==> src/rtl/verificador_pin_pkg.sv <==
// Shared definitions for the cashier-stage controllers.
// Contents: the 2-bit state encodings used by the PIN verifier FSM and the
// highest keypad code that counts as a decimal digit.
package verificador_pin_pkg;

    localparam logic [1:0] ST_IDLE    = 2'd0;
    localparam logic [1:0] ST_CAPTURA = 2'd1;
    localparam logic [1:0] ST_COMPARA = 2'd2;
    localparam logic [1:0] ST_BLOQUEO = 2'd3;

    localparam int VALID_DIGIT_MAX = 9;

endpackage

==> src/rtl/verificador_pin_timer.sv <==
// Inactivity timer for the cashier stages.
// Down-counter loaded with CICLOS-1 by clr. It decrements on every cycle with en
// high. expirado goes high on the en cycle that finds the count already at zero,
// so it fires on the CICLOS-th consecutive enabled cycle after a clear. clr always
// wins over en. The count itself is not an output.
// Ports:
//   clk       system clock, rising edge
//   reset     asynchronous, active-low
//   clr       reload the timer (activity seen)
//   en        count one idle cycle
//   expirado  idle budget used up (combinational, qualified by en)
module verificador_pin_timer
    import verificador_pin_pkg::*;
#(
    parameter int CICLOS = 1000
) (
    input  logic clk,
    input  logic reset,
    input  logic clr,
    input  logic en,
    output logic expirado
);

    localparam int W = (CICLOS > 1) ? $clog2(CICLOS) : 1;
    localparam logic [W-1:0] CARGA = W'(CICLOS - 1);

    logic [W-1:0] cuenta;

    always_ff @(posedge clk or negedge reset) begin
        if (!reset) begin
            cuenta <= '0;
        end else if (clr) begin
            cuenta <= CARGA;
        end else if (en && (cuenta != '0)) begin
            cuenta <= cuenta - W'(1);
        end
    end

    assign expirado = en && !clr && (cuenta == '0);

endmodule

==> src/rtl/verificador_pin.sv <==
// PIN verification stage of the automatic cashier.
// When a card is present, this stage collects PIN_DIGITS keypad digits. It compares
// them with the PIN that was latched from the card. It allows MAX_INTENTOS tries
// and then retains the card. It aborts after TIMEOUT_CYC idle cycles. fin pulses
// once for every outcome except a reset.
// Ports:
//   clk, reset           clock / asynchronous active-low reset
//   tarjeta_recibida     card present (level)
//   pin_tarjeta          card PIN, digit 0 in the MSBs, latched on card entry
//   digito, digito_stb   keypad code and its 1-cycle strobe (codes > 9 ignored)
//   pin_correcto         pulse: PIN matched
//   pin_incorrecto       pulse: PIN wrong, another try allowed
//   tiempo_agotado       pulse: inactivity timeout
//   bloqueo              level: card retained until reset
//   intentos_restantes   tries left
//   fin                  pulse: stage finished
//
// state    | meaning
// ---------+------------------------------------------------------
// IDLE     | waiting for a card; latch its PIN on arrival
// CAPTURA  | collecting digits, inactivity timer running
// COMPARA  | one cycle: compare the entered PIN with the latched copy
// BLOQUEO  | card retained; everything ignored until reset
module verificador_pin
    import verificador_pin_pkg::*;
#(
    parameter int PIN_DIGITS   = 4,
    parameter int DIGIT_W      = 4,
    parameter int MAX_INTENTOS = 3,
    parameter int TIMEOUT_CYC  = 1000
) (
    input  logic                                  clk,
    input  logic                                  reset,
    input  logic                                  tarjeta_recibida,
    input  logic [PIN_DIGITS*DIGIT_W-1:0]         pin_tarjeta,
    input  logic [DIGIT_W-1:0]                    digito,
    input  logic                                  digito_stb,
    output logic                                  pin_correcto,
    output logic                                  pin_incorrecto,
    output logic                                  tiempo_agotado,
    output logic                                  bloqueo,
    output logic [$clog2(MAX_INTENTOS+1)-1:0]     intentos_restantes,
    output logic                                  fin
);

    localparam int PIN_W = PIN_DIGITS * DIGIT_W;
    localparam int CNT_W = $clog2(PIN_DIGITS + 1);
    localparam int INT_W = $clog2(MAX_INTENTOS + 1);

    localparam logic [CNT_W-1:0]   ULTIMO  = CNT_W'(PIN_DIGITS - 1);
    localparam logic [INT_W-1:0]   INT_MAX = INT_W'(MAX_INTENTOS);
    localparam logic [INT_W-1:0]   INT_UNO = INT_W'(1);
    localparam logic [DIGIT_W-1:0] DIG_MAX = DIGIT_W'(VALID_DIGIT_MAX);

    logic [1:0]       estado;
    logic [CNT_W-1:0] cuenta_dig;
    logic [PIN_W-1:0] pin_ent;
    logic [PIN_W-1:0] pin_ref;
    logic             valido;
    logic             tmr_clr;
    logic             tmr_en;
    logic             expirado;

    assign valido = digito_stb && (digito <= DIG_MAX);

    // The timer only runs in CAPTURA, so it is held loaded in every other state.
    // That also covers the COMPARA -> CAPTURA retry path.
    assign tmr_clr = (estado != ST_CAPTURA) || valido;
    assign tmr_en  = (estado == ST_CAPTURA) && tarjeta_recibida && !valido;

    verificador_pin_timer #(
        .CICLOS (TIMEOUT_CYC)
    ) u_timer (
        .clk      (clk),
        .reset    (reset),
        .clr      (tmr_clr),
        .en       (tmr_en),
        .expirado (expirado)
    );

    always_ff @(posedge clk or negedge reset) begin
        if (!reset) begin
            estado             <= ST_IDLE;
            cuenta_dig         <= '0;
            pin_ent            <= '0;
            pin_ref            <= '0;
            intentos_restantes <= INT_MAX;
            bloqueo            <= 1'b0;
            pin_correcto       <= 1'b0;
            pin_incorrecto     <= 1'b0;
            tiempo_agotado     <= 1'b0;
            fin                <= 1'b0;
        end else begin
            pin_correcto   <= 1'b0;
            pin_incorrecto <= 1'b0;
            tiempo_agotado <= 1'b0;
            fin            <= 1'b0;

            case (estado)
                ST_IDLE: begin
                    if (tarjeta_recibida) begin
                        pin_ref            <= pin_tarjeta;
                        intentos_restantes <= INT_MAX;
                        cuenta_dig         <= '0;
                        pin_ent            <= '0;
                        estado             <= ST_CAPTURA;
                    end
                end

                ST_CAPTURA: begin
                    if (!tarjeta_recibida) begin
                        fin    <= 1'b1;
                        estado <= ST_IDLE;
                    end else if (valido) begin
                        // Shift left so the first digit typed ends up in the MSBs, the same as pin_tarjeta.
                        pin_ent    <= (pin_ent << DIGIT_W) | PIN_W'(digito);
                        cuenta_dig <= cuenta_dig + CNT_W'(1);
                        if (cuenta_dig == ULTIMO) begin
                            estado <= ST_COMPARA;
                        end
                    end else if (expirado) begin
                        tiempo_agotado <= 1'b1;
                        fin            <= 1'b1;
                        estado         <= ST_IDLE;
                    end
                end

                ST_COMPARA: begin
                    if (!tarjeta_recibida) begin
                        fin    <= 1'b1;
                        estado <= ST_IDLE;
                    end else if (pin_ent == pin_ref) begin
                        pin_correcto <= 1'b1;
                        fin          <= 1'b1;
                        estado       <= ST_IDLE;
                    end else if (intentos_restantes > INT_UNO) begin
                        intentos_restantes <= intentos_restantes - INT_UNO;
                        pin_incorrecto     <= 1'b1;
                        cuenta_dig         <= '0;
                        estado             <= ST_CAPTURA;
                    end else begin
                        intentos_restantes <= '0;
                        bloqueo            <= 1'b1;
                        fin                <= 1'b1;
                        estado             <= ST_BLOQUEO;
                    end
                end

                ST_BLOQUEO: begin
                    estado <= ST_BLOQUEO;
                end

                default: begin
                    estado <= ST_IDLE;
                end
            endcase
        end
    end

endmodule

==> config.mk <==
export PLATFORM = sky130hd
export DESIGN_NAME = verificador_pin
export DESIGN_NICKNAME = d
export VERILOG_FILES = /design/src/rtl/verificador_pin_pkg.sv /design/src/rtl/verificador_pin_timer.sv /design/src/rtl/verificador_pin.sv
export SDC_FILE = /design/constraint.sdc
export NUM_CORES = 1
export LEC_CHECK = 0
export CAP_MARGIN = 20
export CORE_UTILIZATION = 60
export CTS_CLUSTER_DIAMETER = 200
export DETAILED_ROUTE_END_ITERATION = 10
export GPL_TIMING_DRIVEN = 0
export HOLD_SLACK_MARGIN = 0.02
export PLACE_DENSITY = 0.89
export SLEW_MARGIN = 25
export SYNTH_ARGS = -nofsm -noshare
export SYNTH_HDL_FRONTEND = slang
export SYNTH_SLANG_ARGS = --single-unit
export TNS_END_PERCENT = 10
==> constraint.sdc <==
create_clock -name clk -period 4.2 [get_ports clk]
set_input_delay 1.05 -clock clk [delete_from_list [all_inputs] [get_ports clk]]
set_output_delay 1.05 -clock clk [all_outputs]
set_load 0.01 [all_outputs]
==> impl_metrics.env <==
export IMPL_syn_to_final_growth_pct=17.5
export IMPL_die_x_um=69.1
export IMPL_total_power_mw=1.94
export IMPL_power_share_clock_pct=17.9
export IMPL_synth_area_leader_cell="dfrtp_1"
export IMPL_n_fill_cell=290
export IMPL_power_switching_mw=0.703
export IMPL_final_min_clock_period_ns=2.70
export IMPL_worst_pin_slew_ns=0.662
export IMPL_cts_root_buf="clkbuf_8"
export IMPL_start_util_pct=62.0
export IMPL_seqPwrFrac_pct=42.3
export IMPL_gp_congestion=0.811
export IMPL_cts_buffers=5
export IMPL_routed_via_count=1938
export IMPL_dp_slack_ns=1.16
export IMPL_critPathKind="input port to register"
export IMPL_cts_tree="built"
export IMPL_min_path_type="register to register"
export IMPL_antenna_found_initial=0
export IMPL_setup_viol=0
export IMPL_vdd_ir_drop_max_mv=0.421
export IMPL_cp_end_kind="register"
export IMPL_synth_top_cell_area_share_pct=48.2
export IMPL_fin_nets=316
export IMPL_dpl_instance_area_sq_mm=0.00306
export IMPL_cts_max_path_buffers=2
export IMPL_yosysWarnings=0
export IMPL_synthCells=247
export IMPL_ant_nets=0
export IMPL_grt_pass1_wl_um=8820
export IMPL_path_max_fanout=10
export IMPL_synth_edf_count=0
export IMPL_holdBufCountCts=0
export IMPL_row_count=24
export IMPL_maxCapViolations=0
export IMPL_placed_cells=329
export IMPL_p_per_area_mw_per_mm2=611
export IMPL_synth_fp_nets=279
export IMPL_finish_utilization_pct=72.9
export IMPL_stdcell_area_sq_mm=0.00317
export IMPL_grt_setup_unrepaired="false"
export IMPL_synth_cell_types=43
export IMPL_netlist_area_sq_mm=0.00270
export IMPL_grt_use_total_pct=23.1
export IMPL_synthArstFlopShare_pct=100
export IMPL_fin_cells=337
export IMPL_max_freq_mhz=370
export IMPL_antenna_cells=0
export IMPL_post_route_drc_count=0
export IMPL_post_cts_resized=0
export IMPL_slew_violations=0
export IMPL_crit_arrival_ns=2.90
export IMPL_clkSinkCount=54
export IMPL_intPower_mw=1.24
export IMPL_grt_pass1_vias=1884
export IMPL_grt_start_max_net_pins=55
export IMPL_seq_area_frac_synth_pct=50.1
export IMPL_start_kind="input port"
export IMPL_cts_htree_levels=2
export IMPL_holdWs_ns=0.521
export IMPL_postCtsSetupRepairBufs=0
export IMPL_portBuffers=30
export IMPL_tns_ns=0
export IMPL_clkLatencyLatePin_ns=0.31
export IMPL_ys_flop_type="dfrtp_1"
export IMPL_run_status="finished, final reports clean"
export IMPL_io_pins=31
export IMPL_leakage_nw=1.30
export IMPL_layout_drive_gt1_share_pct=15.8
export IMPL_first_pass_iters=4
export IMPL_cp_required_ns=4.40
export IMPL_wl_um=5160
export IMPL_die_y_um=69.1
export IMPL_via_per_inst=5.75
export IMPL_core_sq_mm=0.00435
export IMPL_dp_hpwl_um=3720
export IMPL_ys_ff_latch=54
export IMPL_hold_viol_final=0
export IMPL_maxSlewHeadroom_pct=55.8
export IMPL_finalClockSkew_ns=0.00837
export IMPL_clkTransAtPathRegs_ns=0.10
export IMPL_wl_per_cell_um=15.3
export IMPL_p_comb_share_pct=39.8
export IMPL_drt_iter0_markers=141
export IMPL_avgSynthCellArea_sq_um=10.9
export IMPL_period_share_pct=64.3
export IMPL_fin_ws_ns=1.50
export IMPL_yosys_top_cells_area="dfrtp_1 48%, xnor2_1 7.5%, mux2_2 6.7%"
export IMPL_die_area_sq_mm=0.00477
export IMPL_grt_overflow=0
export IMPL_switching_share_pct=36.2
cells in the final DEF, fill, tap and decap left out, types with 2 or more instances in the layout:
cell             Yosys  layout
o21ai_1             19      19
inv_1               26      26
clkbuf_8             0       5
nand3_1             19      19
and3_1               2       2
nor3_1               2       2
nand2_1             12      12
clkbuf_1             3       4
dfstp_2              2       2
o22ai_1              2       2
nand4_1              6       6
mux2i_1              2       2
nor4_1               2       2
xnor2_1             23      23
nand2b_1             2       2
nor4b_2              3       3
dfrtp_1             52      52
nor2_1              12      12
a31oi_1              3       3
clkdlybuf4s50_1      0      29
ha_1                 8       8
o21a_1               2       2
buf_2                6       6
xor2_1               2       2
nor4b_1              2       2
mux2_2              16      16
power groups by stage:
stage	registers [mW]	clock network [mW]	logic [mW]
after global placement	0.819	0	0.734
after CTS	0.820	0.348	0.776
after detailed placement	0.829	0	0.768
after global routing	0.840	0.369	0.856
after floorplan	0.801	0	0.586
final	0.822	0.347	0.772
Yosys cell counts (all sizes together), types with 3 or more instances:
master,n
nor4b,5
dfrtp,52
nand3,20
o21ai,19
nand2,12
clkbuf,3
inv,27
mux2,17
nor4,3
a31oi,3
nor2,12
xnor2,23
nand4,7
ha,8
buf,6
cells by family (layout without fill, tap and decap cells):
kind of cell | count (synthesis) | count (layout) | share of synthesized area [%]
AND/OR/NAND/NOR | 69 | 69 | 15.1
flip-flops | 54 | 54 | 50.1
AO/OA/AOI/OAI | 36 | 36 | 9.77
buffers and inverters | 36 | 74 | 5.28
XOR/XNOR | 25 | 25 | 8.11
multiplexers | 19 | 19 | 7.97
adder cells (fa/ha/maj) | 8 | 8 | 3.71
worst paths after layout:
| path | start | to | slack [ns] | cells after the start |
|---|---|---|---|---|
| worst min-delay path | bloqueo | bloqueo | 0.52 | 1 |
| worst max register to register | estado[0] | cuenta_dig[0] | 2.11 | 6 |
| worst min register to register | bloqueo | bloqueo | 0.52 | 1 |
| max in group asynchronous | reset | pin_ref[5] | 2.99 | 1 |
| worst max-delay path | tarjeta_recibida | pin_ref[15] | 1.50 | 4 |
| min in group asynchronous | reset | u_timer.cuenta[6] | 0.76 | 1 |
flip-flops by register name, indices dropped and copies added, names as in the netlist:
| signal | flops |
|---|---|
| bloqueo | 1 |
| cuenta_dig | 3 |
| estado | 2 |
| fin | 1 |
| intentos_restantes | 2 |
| pin_correcto | 1 |
| pin_ent | 16 |
| pin_incorrecto | 1 |
| pin_ref | 16 |
| tiempo_agotado | 1 |
| u_timer.cuenta | 10 |
area by class of cell:
type | instances | area (sq um) | share of cell area [%]
plain buffers | 9 | 41.3 | 1.30
clock buffers | 6 | 72.6 | 2.29
clock inverters | 2 | 37.5 | 1.18
inverters | 27 | 101 | 3.19
multi-input cells | 157 | 1200 | 38.0
flip-flops and latches | 54 | 1350 | 42.6
well taps | 52 | 65.1 | 2.05
repair buffers | 30 | 298 | 9.38
per-layer routing:
layer  vias up  routed length (um)  global-route usage (%)  part of all wire (%)
li1        926                   -                       -                     -
met1       944                2370                    34.0                    46
met2        63                2520                    35.2                    49
met3         5                 211                    4.68                   4.1
met4         0                  50                    6.12                  0.97
met5         -                   0                       0                     0
worst max-delay path: stages:
cell             delay (ns)
clkdlybuf4s50_1        0.55
nand2_1                0.39
clkbuf_1               0.50
mux2_2                 0.40
No activity file was read; power rests on OpenSTA's default activity.
